`src/rtl/adc_capture_regfile_if.sv`:
```
// APB bundle between the APB/MDIO bridge (master) and adc_capture_regfile (slave).
interface adc_capture_regfile_if;
    logic [20:0] paddr;
    logic        psel;
    logic        penable;
    logic        pwrite;
    logic [15:0] pwdata;
    logic [15:0] prdata;
    logic        pready;
    logic        pslverr;

    modport master (
        output paddr, psel, penable, pwrite, pwdata,
        input  prdata, pready, pslverr
    );

    modport slave (
        input  paddr, psel, penable, pwrite, pwdata,
        output prdata, pready, pslverr
    );
endinterface

```
`src/rtl/adc_capture_regfile.sv`:
```
// APB register file for the ADC capture path: config, command pulses, status, sample read-out.
// Optional ADC_CAPTURE_SIGN_EXT_EN: CFG bit [RCNT_W] selects sign extension of samples (reset 1).
module adc_capture_regfile #(
    parameter int          NCH       = 96,
    parameter int          DW        = 9,
    parameter int          RCNT_W    = 4,
    parameter int          BADDR_W   = 15,
    parameter logic [20:0] DATA_ADDR = 21'h7FFF
) (
    input  logic                  clk,
    input  logic                  rstn,
    adc_capture_regfile_if.slave  apb,
    output logic [RCNT_W-1:0]     cfg_rd_cnt,
    output logic                  write_pls,
    output logic                  read_pls,
    input  logic                  write_done,
    input  logic                  read_done,
    input  logic                  mdio_read_done,
    input  logic [NCH*DW-1:0]     smp_dout,
    output logic                  mdio_read,
    output logic [BADDR_W-1:0]    mdio_raddr
);

    localparam logic [20:0] A_CFG    = 21'h00000;
    localparam logic [20:0] A_CMD    = 21'h00001;
    localparam logic [20:0] A_STATUS = 21'h00002;
    localparam logic [20:0] A_PTR    = 21'h00003;
    localparam logic [20:0] A_BLK    = 21'h00004;
    localparam logic [6:0]  PTR_LAST = 7'(NCH - 1);

    typedef enum logic [1:0] {ST_IDLE, ST_FETCH, ST_RESP} state_t;

    state_t              state_r;
    logic [6:0]          ch_ptr_r;
    logic [BADDR_W-1:0]  blk_r;
    logic [RCNT_W-1:0]   cfg_r;
    logic                sgn_r;
    logic [2:0]          stat_r;
    logic                ovr_r;
    logic [1:0]          ovr_win_r;
    logic                write_pls_r;
    logic                read_pls_r;
    logic                mdio_read_r;
    logic [15:0]         prdata_r;
    logic                pready_r;
    logic                pslverr_r;

    logic                setup_s;
    logic                done_s;
    logic                data_rd_s;
    logic                is_cfg_s;
    logic                is_cmd_s;
    logic                is_stat_s;
    logic                is_ptr_s;
    logic                is_blk_s;
    logic                is_data_s;
    logic                reg_err_s;
    logic [15:0]         rd_val_s;
    logic [DW-1:0]       sample_s;
    logic [15:0]         sample_ext_s;

    // Extend a DW-bit sample to 16 bits, replicating the top bit when sgn is set.
    function automatic logic [15:0] ext16(input logic [DW-1:0] s, input logic sgn);
        logic [15:0] r;
        r = 16'h0000;
        for (int b = 0; b < DW; b++) begin
            r[b] = s[b];
        end
        for (int b = DW; b < 16; b++) begin
            r[b] = sgn & s[DW-1];
        end
        return r;
    endfunction

    assign setup_s   = apb.psel & ~apb.penable;
    assign done_s    = apb.psel & apb.penable & pready_r;
    assign is_cfg_s  = (apb.paddr == A_CFG);
    assign is_cmd_s  = (apb.paddr == A_CMD);
    assign is_stat_s = (apb.paddr == A_STATUS);
    assign is_ptr_s  = (apb.paddr == A_PTR);
    assign is_blk_s  = (apb.paddr == A_BLK);
    assign is_data_s = (apb.paddr == DATA_ADDR);
    assign data_rd_s = is_data_s & ~apb.pwrite;

    // Register read mux and error decode, evaluated in the setup phase.
    always_comb begin
        rd_val_s  = 16'h0000;
        reg_err_s = 1'b0;
        if (is_cfg_s) begin
            rd_val_s[RCNT_W-1:0] = cfg_r;
            rd_val_s[RCNT_W]     = sgn_r;
        end else if (is_cmd_s) begin
            rd_val_s = 16'h0000;
        end else if (is_stat_s) begin
            rd_val_s[3:0] = {ovr_r, stat_r};
        end else if (is_ptr_s) begin
            rd_val_s[6:0] = ch_ptr_r;
            reg_err_s     = apb.pwrite & (apb.pwdata >= 16'(NCH));
        end else if (is_blk_s) begin
            rd_val_s[BADDR_W-1:0] = blk_r;
        end else if (is_data_s) begin
            reg_err_s = apb.pwrite;
        end else begin
            reg_err_s = 1'b1;
        end
    end

    // Channel select of the current block.
    always_comb begin
        sample_s = '0;
        for (int i = 0; i < NCH; i++) begin
            if (ch_ptr_r == 7'(i)) begin
                sample_s = smp_dout[i*DW +: DW];
            end else begin
                sample_s = sample_s;
            end
        end
    end

    assign sample_ext_s = ext16(sample_s, sgn_r);

    // Bus response, register writes, command pulses and the data-port FSM.
    always_ff @(posedge clk or negedge rstn) begin
        if (!rstn) begin
            state_r     <= ST_IDLE;
            ch_ptr_r    <= 7'd0;
            blk_r       <= '0;
            cfg_r       <= '0;
`ifdef ADC_CAPTURE_SIGN_EXT_EN
            sgn_r       <= 1'b1;
`else
            sgn_r       <= 1'b0;
`endif
            stat_r      <= 3'b000;
            ovr_r       <= 1'b0;
            ovr_win_r   <= 2'd0;
            write_pls_r <= 1'b0;
            read_pls_r  <= 1'b0;
            mdio_read_r <= 1'b0;
            prdata_r    <= 16'h0000;
            pready_r    <= 1'b0;
            pslverr_r   <= 1'b0;
        end else begin
            write_pls_r <= 1'b0;
            read_pls_r  <= 1'b0;
            mdio_read_r <= 1'b0;
            stat_r      <= {mdio_read_done, read_done, write_done};
            if (ovr_win_r != 2'd0) begin
                ovr_win_r <= ovr_win_r - 2'd1;
            end
            case (state_r)
                ST_IDLE: begin
                    if (setup_s && data_rd_s) begin
                        state_r <= ST_FETCH;
                        // Block reload still in flight: flag it but serve the stale block.
                        if (ovr_win_r != 2'd0) begin
                            ovr_r <= 1'b1;
                        end
                    end else if (setup_s) begin
                        pready_r  <= 1'b1;
                        pslverr_r <= reg_err_s;
                        prdata_r  <= reg_err_s ? 16'hFFFF : (apb.pwrite ? 16'h0000 : rd_val_s);
                    end else if (done_s) begin
                        pready_r  <= 1'b0;
                        pslverr_r <= 1'b0;
                        prdata_r  <= 16'h0000;
                        if (apb.pwrite && !pslverr_r) begin
                            if (is_cfg_s) begin
                                cfg_r <= apb.pwdata[RCNT_W-1:0];
`ifdef ADC_CAPTURE_SIGN_EXT_EN
                                sgn_r <= apb.pwdata[RCNT_W];
`endif
                            end else if (is_cmd_s) begin
                                write_pls_r <= apb.pwdata[0];
                                read_pls_r  <= apb.pwdata[1];
                            end else if (is_stat_s) begin
                                if (apb.pwdata[3]) begin
                                    ovr_r <= 1'b0;
                                end
                            end else if (is_ptr_s) begin
                                ch_ptr_r <= apb.pwdata[6:0];
                            end else if (is_blk_s) begin
                                blk_r <= apb.pwdata[BADDR_W-1:0];
                            end
                        end
                    end
                end
                ST_FETCH: begin
                    if (!apb.psel) begin
                        state_r <= ST_IDLE;
                    end else begin
                        prdata_r  <= sample_ext_s;
                        pready_r  <= 1'b1;
                        pslverr_r <= 1'b0;
                        state_r   <= ST_RESP;
                    end
                end
                ST_RESP: begin
                    state_r  <= ST_IDLE;
                    pready_r <= 1'b0;
                    prdata_r <= 16'h0000;
                    if (ch_ptr_r == PTR_LAST) begin
                        ch_ptr_r    <= 7'd0;
                        mdio_read_r <= 1'b1;
                        blk_r       <= blk_r + BADDR_W'(1);
                        ovr_win_r   <= 2'd3;
                    end else begin
                        ch_ptr_r <= ch_ptr_r + 7'd1;
                    end
                end
                default: begin
                    state_r  <= ST_IDLE;
                    pready_r <= 1'b0;
                end
            endcase
        end
    end

    assign apb.prdata  = prdata_r;
    assign apb.pready  = pready_r;
    assign apb.pslverr = pslverr_r;
    assign cfg_rd_cnt  = cfg_r;
    assign write_pls   = write_pls_r;
    assign read_pls    = read_pls_r;
    assign mdio_read   = mdio_read_r;
    assign mdio_raddr  = blk_r;

endmodule

```
`src/flat_wrapper.sv`:
```
// flat-port wrapper written by rule: the top's interface ports become plain ports
module adc_capture_regfile_flat 
#(
    parameter int          NCH       = 96,
    parameter int          DW        = 9,
    parameter int          RCNT_W    = 4,
    parameter int          BADDR_W   = 15,
    parameter logic [20:0] DATA_ADDR = 21'h7FFF
)
  (clk, rstn, cfg_rd_cnt, write_pls, read_pls, write_done, read_done, mdio_read_done, smp_dout, mdio_read, mdio_raddr, apb_paddr, apb_psel, apb_penable, apb_pwrite, apb_pwdata, apb_prdata, apb_pready, apb_pslverr);
  adc_capture_regfile_if apb_i ();
  input  logic clk;
  input  logic rstn;
  output logic [RCNT_W-1:0] cfg_rd_cnt;
  output logic write_pls;
  output logic read_pls;
  input  logic write_done;
  input  logic read_done;
  input  logic mdio_read_done;
  input  logic [NCH*DW-1:0] smp_dout;
  output logic mdio_read;
  output logic [BADDR_W-1:0] mdio_raddr;
  input wire logic [$bits(apb_i.paddr)-1:0] apb_paddr;
  input wire logic [$bits(apb_i.psel)-1:0] apb_psel;
  input wire logic [$bits(apb_i.penable)-1:0] apb_penable;
  input wire logic [$bits(apb_i.pwrite)-1:0] apb_pwrite;
  input wire logic [$bits(apb_i.pwdata)-1:0] apb_pwdata;
  output wire logic [$bits(apb_i.prdata)-1:0] apb_prdata;
  output wire logic [$bits(apb_i.pready)-1:0] apb_pready;
  output wire logic [$bits(apb_i.pslverr)-1:0] apb_pslverr;
  assign apb_i.paddr = apb_paddr;
  assign apb_i.psel = apb_psel;
  assign apb_i.penable = apb_penable;
  assign apb_i.pwrite = apb_pwrite;
  assign apb_i.pwdata = apb_pwdata;
  assign apb_prdata = apb_i.prdata;
  assign apb_pready = apb_i.pready;
  assign apb_pslverr = apb_i.pslverr;
  adc_capture_regfile #(.NCH(NCH), .DW(DW), .RCNT_W(RCNT_W), .BADDR_W(BADDR_W), .DATA_ADDR(DATA_ADDR)) u_core (.clk(clk), .rstn(rstn), .apb(apb_i), .cfg_rd_cnt(cfg_rd_cnt), .write_pls(write_pls), .read_pls(read_pls), .write_done(write_done), .read_done(read_done), .mdio_read_done(mdio_read_done), .smp_dout(smp_dout), .mdio_read(mdio_read), .mdio_raddr(mdio_raddr));
endmodule
```
`config.mk`:
```
export PLATFORM = sky130hd
export DESIGN_NAME = adc_capture_regfile_flat
export DESIGN_NICKNAME = d
export VERILOG_FILES = /design/src/rtl/adc_capture_regfile_if.sv /design/src/rtl/adc_capture_regfile.sv /design/src/flat_wrapper.sv
export SDC_FILE = /design/constraint.sdc
export NUM_CORES = 1
export LEC_CHECK = 0
export ABC_AREA = 1
export CORE_AREA = 3 3 365 367
export DETAILED_ROUTE_END_ITERATION = 10
export DIE_AREA = 0 0 368 370
export GPL_TIMING_DRIVEN = 0
export MAX_ROUTING_LAYER = met4
export SYNTH_ARGS = -nofsm -noshare
export SYNTH_HDL_FRONTEND = slang
export SYNTH_SLANG_ARGS = --single-unit
```
`constraint.sdc`:
```
create_clock -name clk -period 7.91 [get_ports clk]
set_input_delay 1.1865 -clock clk [delete_from_list [all_inputs] [get_ports clk]]
set_output_delay 1.1865 -clock clk [all_outputs]
set_load 0.005 [all_outputs]
```
== Word level (Yosys, flattened, before mapping) ==
Index checks and enable logic that the tools add are counted.
Word-level totals
  bits in registers: 55
  input bits: 909
Cells by class
  $add $sub $neg: 3
  order comparisons: 1
  eq/ne operators: 120
  multiplexer cells: 178
  bitwise gates (word level): 10
  reductions and logical operators: 21
Operators with widths (count)
  two-way mux 9 bit: 96
  equality test 7 x 6 -> 1 bit (second input constant): 32
  equality test 7 bit (second input constant): 32
  two-way mux 15 bit: 13
  equality test 7 x 5 -> 1 bit (second input constant): 16
  two-way mux 16 bit: 5
  two-way mux 7 bit: 10
  equality test 7 x 4 -> 1 bit (second input constant): 8
  case mux 16 bit (3 select lines): 1
  equality test 21 x 2 -> 1 bit (second input constant): 2
  two-way mux 1 bit: 38
  case mux 15 bit (2 select lines): 1
  equality test 7 x 3 -> 1 bit (second input constant): 4
  equality test 21 x 1 -> 1 bit (second input constant): 1
  equality test 21 x 15 -> 1 bit (second input constant): 1
  equality test 21 x 3 -> 1 bit (second input constant): 1
  logical NOT 21 bit: 1
  inequality test 2 bit (second input constant): 10
  AND reduction 9 bit: 2
  greater-or-equal comparator 16 x 7 -> 1 bit (second input constant): 1
  adder 15 x 1 -> 15 bit (second input constant): 1
  equality test 7 x 2 -> 1 bit (second input constant): 2
  inequality test 2 x 1 -> 1 bit (second input constant): 7
  case mux 7 bit (2 select lines): 1
  other kinds (26): 47

== Logic depth before layout (Yosys ltp) ==
Gate-level depths: netlist of run 1.
  word-level depth: 100
  mapped depth: 108

== Worst setup path before layout of run 1 ==
No wires, ideal clock.
  kind: in2reg
  start point: in smp_dout[1]
  end point: reg u_core.prdata_r[1] (netlist: u_core.apb.prdata[1])
  library setup time: 0.122 ns
  arrival time: 5.997 ns
  setup slack: 1.792 ns
  stages on the path: 103
  path buffers: 0
  path through: a21boi_0 nand2_1 nand3_1 nand2_1 nand3_1 nand2_1 nand2_1 nand2_1 nand2_1 nand2_1 nand2_1 nand2_1 nand2_1 nand2_1 nand2_1 nand2_1 nand3_1 nand2_1 [... 67 more ...] nand2_1 nand2_1 nand2_1 nand3_1 nand3_1 nand3_1 nand2_1 nand3_1 nand3_1 nand3_1 nand2_1 nand3_1 nand3_1 nand3_1 nand2_1 nand2_1 nand2_1 a21oi_2
Between the ends
  longest elaborated chain between the ends: 98
Ends and longest elaborated chain
  from (decl): RTL line flat_wrapper.sv:20  | input logic [NCH*DW-1:0] smp_dout;
  two-way mux 9 bit (96 in a row): RTL line adc_capture_regfile.sv:112  | if (ch_ptr_r == 7'(i)) begin
  two-way mux 16 bit: RTL line adc_capture_regfile.sv:189  | if (!apb.psel) begin
  case mux 16 bit (3 select lines): RTL line adc_capture_regfile.sv:151  | case (state_r)
  to (signal assigned): RTL line adc_capture_regfile.sv:162  | prdata_r <= reg_err_s ? 16'hFFFF : (apb.pwrite ? 16'h0000 : rd_val_s);
  to (signal assigned): RTL line adc_capture_regfile.sv:192  | prdata_r <= sample_ext_s;
  to (decl): RTL line adc_capture_regfile.sv:44  | logic [15:0] prdata_r;
No other way between the ends. The select of a mux whose other input is x is not followed.
A chain may end at the register's enable or synchronous reset.

== Worst setup path in the final report of run 1 ==
  start point: in smp_dout[11]
  end point: reg u_core.prdata_r[2] (netlist: u_core.apb.prdata[2])
Between the ends
  longest elaborated chain between the ends: 97
Ends and longest elaborated chain (RTL line)
  two-way mux 9 bit (95 in a row): adc_capture_regfile.sv:112
  two-way mux 16 bit: adc_capture_regfile.sv:189
  case mux 16 bit (3 select lines): adc_capture_regfile.sv:151
No other way between the ends. The select of a mux whose other input is x is not followed.

==> results_dict.tcl, run 1 <==
set metrics [dict create \
    drtIter0Drc 1627 \
    violations "negative setup slack" \
    clock_skew_ps 12.9 \
    synth_top_family_by_area "simple AND/OR/NAND/NOR gates" \
    syn_inst 2921 \
    critPathArrivalTime_ps 8650 \
    start_kind "primary input" \
    worstHoldStart "u_core.apb.prdata[15]" \
    slowest_stage "clkdlybuf4s50_1" \
    antenna_found_initial 47 \
    place_hpwl_mm 111 \
    synth-edff-count 0 \
    floorplan.die.width_um 368 \
    max_slew_margin_pct 19.2 \
    dieArea_um2 136000 \
    synthFlopType "dfrtp_1" \
    cpLargestDelayFamily "simple AND/OR/NAND/NOR gates" \
    r2r_slack_ps -450 \
    clockBufferDepth 2 \
    final.fill_count 15028 \
    cpPeakStageDelay_ps 470 \
    wire_per_inst_um 22.7 \
    cts_hold_buf 0 \
    ant_nets 0 \
    muxShareOfSynthArea_pct 0 \
    slew_viol_final 0 \
    finalHoldViolations 0 \
    synthArstFlopShare_pct 100 \
    crit_path_end_kind "flop" \
    overflow 0 \
    crit_required_ps 8150 \
    synthTopCellsByCount "nand2_1, nor2_1, inv_1, a21oi_1, o21ai_0" \
    ios 949 \
    critical_path_class "primary input to flop" \
    synth_top_area_share_pct 31.7 \
    core_um2 130000 \
    cp_max_fo 2 \
    vias 22993 \
    cts_sinks 55 \
    worstHoldPathCells 2 \
    power.leakage_nw 12.2 \
    fmax_mhz 119 \
    r2r_end "u_core.apb.prdata[5]" \
    insertion_delay_ps 300 \
    finalCriticalPeriod_ps 8410 \
    cp_num_buf_inv 1 \
    nNetsFinal 4854 \
    cts_tree "done" \
    hold_path_end "u_core.apb.prdata[15]" \
    synth.cell_area_um2 13900 \
    worst_pin_slew_ps 1210 \
    multi_input_area_um2 11600 \
    path_common_cell "nand2_1" \
    synth-xor-area-share_pct 0.189 \
    cts-root-buf "clkbuf_16" \
    drv_cap 0 \
    grt_max_degree 29 \
    htree_levels 2 \
    gp_congestion 0.993 \
    synth_seq_cells 55 \
    final_core_util_pct 21.1 \
    finalWorstSetupSlack_ps -499 \
    synth_compound_area_share_pct 20.8 \
    synth_area_leaders "nand2_1, a21oi_1, nor2_1" \
    yosys_warnings 1 \
    numCtsBuffers 5 \
    rows 132 \
    portBuffers 948 \
    synthAdderAreaFrac_pct 0.812 \
    dr.pass1.iters 6 \
    fin_tns_setup_ps -2750 \
    worstReg2RegStart "u_core.ch_ptr_r[0]" \
    drc 0 \
    wl_mm 129 \
    die_h_um 370 \
    drive_gt1_share_pct 13.7 \
    area_growth_pct 97.7 \
    yosys.cell_types.count 53 \
    peakVddDrop_mv 0.0838 \
    regArea_um2 1390 \
    rsz0062_at_grt "true" \
    track_usage_pct 18.3 \
    yosysMostFrequentCell "nand2_1" \
    grt_pass1_vias 22396 \
    p_per_area_nw_per_um2 120 \
    synthSimpleGateAreaFrac_pct 54.0 \
    fin_crit_sh_pct 106 \
    clkTransAtPathRegs_ps 80 \
    yosysSeqAreaShare_pct 9.92 \
    synth_top_area_cell "nand2_1" \
    via_per_inst 4.03 \
    setup_viol 9 \
    initial_core_util_pct 10.7 \
    r2r_cells 104 \
    synth_nets 3839 \
    syn_area_per_cell_um2 4.75 \
    status "finished, violations left" \
    min_path_type "flop to flop" \
    grt_pass1_wl_mm 173 \
]
-- layout by cell type (no fill, tap or decap), types with 6 or more instances in the layout --
cell	n
nand3_1	61
or2_2	70
dlygate4sd2_1	21
a21boi_2	6
nand2_1	975
nor3_1	12
inv_4	6
o21ai_2	7
inv_2	12
buf_6	13
clkdlybuf4s50_1	915
nor2_2	21
buf_2	35
dfrtp_1	48
buf_4	54
inv_1	349
o311ai_0	6
dfrtp_2	7
clkinvlp_4	9
o21ai_0	105
nand2_8	6
nor2_1	397
nand2_2	172
o21ai_1	18
nor2_4	11
nand4_1	12
nand3_4	6
nand3_2	35
a21oi_1	348
clkinv_1	10
clkbuf_1	41
nand2_4	28
o22ai_1	10
diode_2	20
nor4_1	7
o211ai_1	13
-- per-stage QoR --
stage	hold slack, ps	cells	power, mW	instance area [µm²]	worst slack, ps
floorplan	456	2921	1.33	13900	1790
global placement	471	5611	2.74	25500	-2240
detailed placement	473	5613	2.74	25600	-2200
CTS	490	5666	3.26	26800	-848
global route	527	5695	3.56	27400	-1340
finish	488	5699	3.29	27400	-499
-- cell type report --
cell class | count | share of cell area, %
Multi-Input combinational cell | 2384 | 42.5
Timing Repair Buffer | 1008 | 36.3
Tap cell | 1742 | 7.95
Inverter | 387 | 5.55
Sequential cell | 55 | 5.05
Buffer | 95 | 1.96
Clock buffer | 5 | 0.456
Antenna cell | 20 | 0.183
Clock inverter | 3 | 0.0730
-- worst max-delay path by stage --
stage | startpoint | end | cells after the start
3_3_place_gp | u_core.ch_ptr_r[1] | u_core.apb.prdata[0] | 103
4_1_cts | u_core.ch_ptr_r[0] | u_core.apb.prdata[5] | 104
5_1_grt | u_core.ch_ptr_r[0] | u_core.apb.prdata[5] | 104
3_5_place_dp | u_core.ch_ptr_r[1] | u_core.apb.prdata[0] | 103
2_1_floorplan | smp_dout[1] | u_core.apb.prdata[1] | 103
6_report | smp_dout[11] | u_core.apb.prdata[2] | 99
-- cell families (layout without fill, tap and decap cells) --
family / after synthesis / count (layout)
XOR/XNOR: 3 / 3
adder cells (fa/ha/maj): 9 / 9
buffers and inverters: 482 / 1498
AO/OA/AOI/OAI: 543 / 543
flip-flops: 55 / 55
AND/OR/NAND/NOR: 1829 / 1829
other: 0 / 20
-- metal layers --
layer	vias up	global-route usage (%)	wire length [µm]
met5	-	-	0
met1	10658	22.6	54700
met3	150	2.49	7430
met2	1017	31.3	62400
met4	0	4.87	4670
li1	11168	-	-
-- worst register-to-register path, delay by kind of cell, from the launching register on --
kind                     cells  cell delay, ps
AND/OR/NAND/NOR             97            7010
flip-flops                   1             450
buffers and inverters        3             270
AO/OA/AOI/OAI                3             370
adder cells (fa/ha/maj)      1             150
-- power by group --
part / internal [mW] / switching, mW / total (mW)
Sequential: 0.318 / 0.0357 / 0.354
Combinational: 1.06 / 1.65 / 2.71
Clock: 0.117 / 0.109 / 0.226
Total: 1.50 / 1.79 / 3.29
-- flip-flops by register name (all words and copies together), names as in the netlist --
| register | count |
|---|---|
| u_core.stat_r | 3 |
| u_core.ch_ptr_r | 7 |
| u_core.mdio_raddr | 15 |
| u_core.apb.pready | 1 |
| u_core.ovr_win_r | 2 |
| u_core.apb.pslverr | 1 |
| u_core.ovr_r | 1 |
| u_core.apb.prdata | 16 |
| u_core.write_pls | 1 |
| u_core.cfg_rd_cnt | 4 |
| u_core.mdio_read | 1 |
| u_core.read_pls | 1 |
| u_core.state_r | 2 |
-- what timing repair did --
| action | 4_1_cts | 5_1_grt |
|---|---|---|
| endpoints found under the hold margin | 0 | 0 |
| pin swaps | 202 | 192 |
| setup buffers | 45 | 14 |
| endpoints found under the setup margin | 9 | 9 |
| resized for setup | 283 | 137 |
No activity file was read; power rests on OpenSTA's default activity.
==> run 2: changes to the inputs <==
--- a/config.mk
+++ b/config.mk
@@ -7,6 +7,7 @@
 export LEC_CHECK = 0
 export ABC_AREA = 1
 export CORE_AREA = 3 3 365 367
+export CTS_CLUSTER_SIZE = 20
 export DETAILED_ROUTE_END_ITERATION = 10
 export DIE_AREA = 0 0 368 370
 export GPL_TIMING_DRIVEN = 0
==> results of run 2 <==
No change in the layout: final DEF, timing and power equal those of run 1.
